File: src/rtl/cht_pkg.sv
// Shared types and helpers for the cht shift-chain receiver.
//   state_t   : receiver FSM state (IDLE, SHIFT)
//   DEF_WIDTH : default frame/word width
//   cnt_width : bit counter width able to hold 0..w
package cht_pkg;

  typedef enum logic {
    IDLE,
    SHIFT
  } state_t;

  localparam int unsigned DEF_WIDTH = 16;

  function automatic int unsigned cnt_width(input int unsigned w);
    return $clog2(w + 1);
  endfunction

endpackage

File: src/rtl/cht_out_reg.sv
// One-entry valid/ready holding register with sticky overrun detect.
//   clk, rst  : clock, synchronous active-high clear
//   load      : a completed word is offered this cycle
//   data_in   : the completed word
//   par_data  : held word, stable while par_valid & ~par_ready
//   par_valid : word available
//   par_ready : downstream accepts when par_valid & par_ready
//   overrun   : sticky, a word was offered while the entry was full
module cht_out_reg #(
  parameter int unsigned WIDTH = 16
) (
  input  logic             clk,
  input  logic             rst,
  input  logic             load,
  input  logic [WIDTH-1:0] data_in,
  output logic [WIDTH-1:0] par_data,
  output logic             par_valid,
  input  logic             par_ready,
  output logic             overrun
);

  always_ff @(posedge clk) begin
    if (rst) begin
      par_data  <= '0;
      par_valid <= 1'b0;
      overrun   <= 1'b0;
    end else if (load) begin
      if (!par_valid || par_ready) begin
        par_data  <= data_in;
        par_valid <= 1'b1;
      end else begin
        overrun   <= 1'b1;
      end
    end else if (par_valid && par_ready) begin
      par_valid <= 1'b0;
    end
  end

endmodule

File: src/rtl/cht_shift_rx.sv
// Serial-in/parallel-out receiver: collects a framed, strobed bitstream
// MSB-first into a WIDTH-bit word and hands it to a valid/ready register.
//   clk, rst, clr : clock, synchronous resets (rst and clr act identically)
//   ser_en        : bit strobe
//   ser_in        : serial data bit
//   sof           : start of frame, marks the strobed bit as bit WIDTH-1
//   par_data      : assembled word
//   par_valid     : word available
//   par_ready     : downstream handshake
//   overrun       : sticky, completed word dropped
//   frame_err     : one-cycle pulse, sof arrived mid-frame
module cht_shift_rx
  import cht_pkg::*;
#(
  parameter int unsigned WIDTH = DEF_WIDTH,
  parameter bit          CONT  = 1'b0
) (
  input  logic             clk,
  input  logic             rst,
  input  logic             clr,
  input  logic             ser_en,
  input  logic             ser_in,
  input  logic             sof,
  output logic [WIDTH-1:0] par_data,
  output logic             par_valid,
  input  logic             par_ready,
  output logic             overrun,
  output logic             frame_err
);

  localparam int unsigned CW = cnt_width(WIDTH);

  state_t           state, state_nx;
  logic [WIDTH-1:0] sh, sh_nx, sh_shift, sh_start;
  logic [CW-1:0]    cnt, cnt_nx, cnt_inc;
  logic             armed, armed_nx;
  logic             fe_nx;
  logic             load;
  logic             kill;

  assign kill     = rst | clr;
  assign sh_shift = {sh[WIDTH-2:0], ser_in};
  assign sh_start = {{(WIDTH-1){1'b0}}, ser_in};
  assign cnt_inc  = cnt + 1'b1;

  always_ff @(posedge clk) begin
    if (kill) begin
      state     <= IDLE;
      sh        <= '0;
      cnt       <= '0;
      armed     <= 1'b0;
      frame_err <= 1'b0;
    end else begin
      state     <= state_nx;
      sh        <= sh_nx;
      cnt       <= cnt_nx;
      armed     <= armed_nx;
      frame_err <= fe_nx;
    end
  end

  always_comb begin
    state_nx = state;
    sh_nx    = sh;
    cnt_nx   = cnt;
    armed_nx = armed;
    fe_nx    = 1'b0;
    load     = 1'b0;
    if (ser_en) begin
      case (state)
        IDLE: begin
          // In continuous mode a completed frame arms implicit framing.
          if (sof || (CONT && armed)) begin
            sh_nx    = sh_start;
            cnt_nx   = CW'(1);
            state_nx = SHIFT;
          end
        end
        SHIFT: begin
          // sof wins over completion: a restart never yields a word.
          if (sof) begin
            sh_nx  = sh_start;
            cnt_nx = CW'(1);
            fe_nx  = 1'b1;
          end else if (cnt_inc == CW'(WIDTH)) begin
            sh_nx    = sh_shift;
            cnt_nx   = '0;
            armed_nx = 1'b1;
            load     = 1'b1;
            state_nx = IDLE;
          end else begin
            sh_nx  = sh_shift;
            cnt_nx = cnt_inc;
          end
        end
        default: state_nx = IDLE;
      endcase
    end
  end

  cht_out_reg #(.WIDTH(WIDTH)) u_out (
    .clk      (clk),
    .rst      (kill),
    .load     (load),
    .data_in  (sh_shift),
    .par_data (par_data),
    .par_valid(par_valid),
    .par_ready(par_ready),
    .overrun  (overrun)
  );

endmodule

File: config.mk
export PLATFORM = sky130hd
export DESIGN_NAME = cht_shift_rx
export DESIGN_NICKNAME = d
export VERILOG_FILES = /design/src/rtl/cht_pkg.sv /design/src/rtl/cht_out_reg.sv /design/src/rtl/cht_shift_rx.sv
export SDC_FILE = /design/constraint.sdc
export NUM_CORES = 1
export LEC_CHECK = 0
export CAP_MARGIN = 15
export CELL_PAD_IN_SITES_DETAIL_PLACEMENT = 1
export CELL_PAD_IN_SITES_GLOBAL_PLACEMENT = 1
export CORE_MARGIN = 8
export CORE_UTILIZATION = 30
export CTS_CLUSTER_DIAMETER = 150
export DETAILED_ROUTE_END_ITERATION = 10
export PLACE_DENSITY = 0.59
export SLEW_MARGIN = 15
export SYNTH_ARGS = -nofsm -noshare
export SYNTH_HDL_FRONTEND = slang
export SYNTH_SLANG_ARGS = --single-unit
File: constraint.sdc
create_clock -name clk -period 3.7 [get_ports clk]
set_input_delay 0.74 -clock clk [delete_from_list [all_inputs] [get_ports clk]]
set_output_delay 0.74 -clock clk [all_outputs]
set_load 0.01 [all_outputs]
==> flow_metrics.env <==
export IMPL_outcome="complete, no violations"
export IMPL_finalHoldViolCount=0
export IMPL_setup_slack_ps=1260
export IMPL_whs_ps=477
export IMPL_drtIter0Drc=61
export IMPL_fmax_ghz=0.409
export IMPL_ys_seq_area_frac=0.507
export IMPL_ys_ff_latch=40
export IMPL_start_kind="input port"
export IMPL_maxCapViolCount=0
export IMPL_cts_tree="yes"
export IMPL_grt_pass1_wl_um=7360
export IMPL_dieArea_sq_um=7840
export IMPL_root_buffer="clkbuf_8"
export IMPL_clk_latency_ps=290
export IMPL_hpwlAfterDp_um=2820
export IMPL_port_buffers=25
export IMPL_core_area_sq_um=5110
export IMPL_die_w_um=88.6
export IMPL_gp_congestion=0.718
export IMPL_worstPathRequired_ps=3840
export IMPL_synth_cells=178
export IMPL_max_slew_margin=0.458
export IMPL_grt_total_usage=0.119
export IMPL_cts_sinks=40
export IMPL_hold_path_class="reg2reg"
export IMPL_setup_tns_ps=0
export IMPL_grt_pass1_vias=1490
export IMPL_worstPathMaxFanout=22
export IMPL_area_growth_pct=24.2
export IMPL_start_util=0.309
export IMPL_path_clk_slew_ps=80
export IMPL_io_pins=26
export IMPL_drtPass1Iterations=4
export IMPL_synth_edf_count=0
export IMPL_cts_setup_buffers=0
export IMPL_cp_end_kind="flop"
export IMPL_yosys_cell_count_top_type="dfxtp_1"
export IMPL_power_density_nw_per_um2=415
export IMPL_synth_largest_area_cell="dfxtp_1"
export IMPL_synth_top_area_frac=0.507
export IMPL_post_place_ws_ps=945
export IMPL_yosys_warnings=0
export IMPL_diodes=0
export IMPL_via_count=1410
export IMPL_async_reset_ff_frac=0
export IMPL_synth_ff_type="dfxtp_1"
export IMPL_rsz0062_at_grt="no"
export IMPL_post_route_util=0.384
export IMPL_synth_commonest_cells="40 x dfxtp_1, 22 x a21oi_1, 22 x nor2_1, 17 x nand4_1"
export IMPL_crit_type="in2reg"
export IMPL_drive_above_1_share=0.0711
export IMPL_slew_viol_final=0
export IMPL_antenna_found_initial=0
export IMPL_synth_area_leaders="dfxtp_1 51%, a22oi_1 7.1%, a21oi_1 7.0%, nand4_1 6.7%, nor2_1 5.2%"
export IMPL_p_leak_nw=0.606
export IMPL_fin_skew_ps=2.48
export IMPL_min_period_ps=2440
export IMPL_arrival_ps=2590
export IMPL_cts_buffers=5
export IMPL_num_rows=26
export IMPL_ctsHoldBuffers=0
export IMPL_syn_area_sq_um=1580
export IMPL_totalWireLength_um=4250
export IMPL_nets=204
export IMPL_grt_max_degree=40
export IMPL_synth_distinct_cells=32
export IMPL_drtAntennaViolNets=0
export IMPL_drc_errors=0
export IMPL_postSynthAreaPerCell_sq_um=8.87
export IMPL_clockBufferDepth=2
export IMPL_finalCritPeriodShare=0.660
export IMPL_setup_viol=0
export IMPL_worst_pin_slew_ps=813
export IMPL_syn_nets=186
export IMPL_irDropWorstVdd_v=0.000242
export IMPL_wl_per_cell_um=15.9
export IMPL_die_height_um=88.6
export IMPL_overflow=0
export IMPL_cts_resized=0
export IMPL_vias_per_cell=5.28
export IMPL_cts_max_level=2
[kinds of logic after synthesis]
kind of cell,synth area share
AOI/OAI and AO/OA,0.252
and+or+nand+nor,0.176
DFF,0.507
adders and majority gates,0.00792
buffers and inverters,0.0570
[per-layer routing]
metal / vias to the layer above / wire length (um) / GRT usage
met5: - / 0 / 0
met1: 706 / 1910 / 0.137
met3: 2 / 169 / 0.0409
met2: 14 / 2150 / 0.205
met4: 0 / 23 / 0.0323
li1: 688 / - / -
[area by class of cell]
cell class | count | area, sq um
Clock buffer | 6 | 72.6
Clock inverter | 2 | 35.0
Fill cell | 626 | 3150
Inverter | 1 | 3.75
Multi-Input combinational cell | 120 | 688
Sequential cell | 40 | 801
Tap cell | 70 | 87.6
Timing Repair Buffer | 28 | 273
[placed cells by master, fill, tap and decap left out, types with 2 or more instances in the layout]
cell	netlist	final
nand2b_1	2	2
clkdlybuf4s50_1	0	25
nand3_1	3	3
buf_4	2	3
o21ai_1	4	4
a22oi_1	15	15
clkbuf_8	0	5
a21oi_1	22	22
nand2_1	5	5
dfxtp_1	40	40
o21ai_0	15	15
nand4_1	17	17
nor2_1	22	22
[through the flow]
step,power (mW),cell area (sq um),std cells
after floorplan,0.457,1580,178
after global placement,0.468,1850,259
after detailed placement,0.469,1850,259
after CTS,0.824,1960,267
after global routing,0.847,1960,267
final,0.813,1960,267
[power by group]
part | leakage, nW | switching, mW | internal, mW
logic | 0.228 | 0.0158 | 0.00988
registers | 0.322 | 0.00174 | 0.431
clock network | 0.0552 | 0.154 | 0.200
[registers in the layout, indices dropped and copies added (netlist names)]
register / flops
state: 1
sh: 15
u_out.overrun: 1
cnt: 5
u_out.par_valid: 1
frame_err: 1
u_out.par_data: 16
[final timing paths]
check,startpoint,to,slack [ps],depth (start not counted)
worst max-delay path,ser_en,u_out.par_data[13]$_SDFFE_PP0P_,1260,6
worst min-delay path,u_out.overrun$_SDFFE_PP0P_,u_out.overrun$_SDFFE_PP0P_,480,2
worst max register to register,cnt[0]$_SDFFE_PP0P_,u_out.par_data[13]$_SDFFE_PP0P_,1720,4
worst min register to register,u_out.overrun$_SDFFE_PP0P_,u_out.overrun$_SDFFE_PP0P_,480,2
[worst max-delay path, cell delays in order]
cell and delay (ps):
clkdlybuf4s50_1 560, and3b_1 210, buf_4 260, nand4_2 390, o21ai_0 330, a21oi_1 100
(Power assumes the default switching activity.)
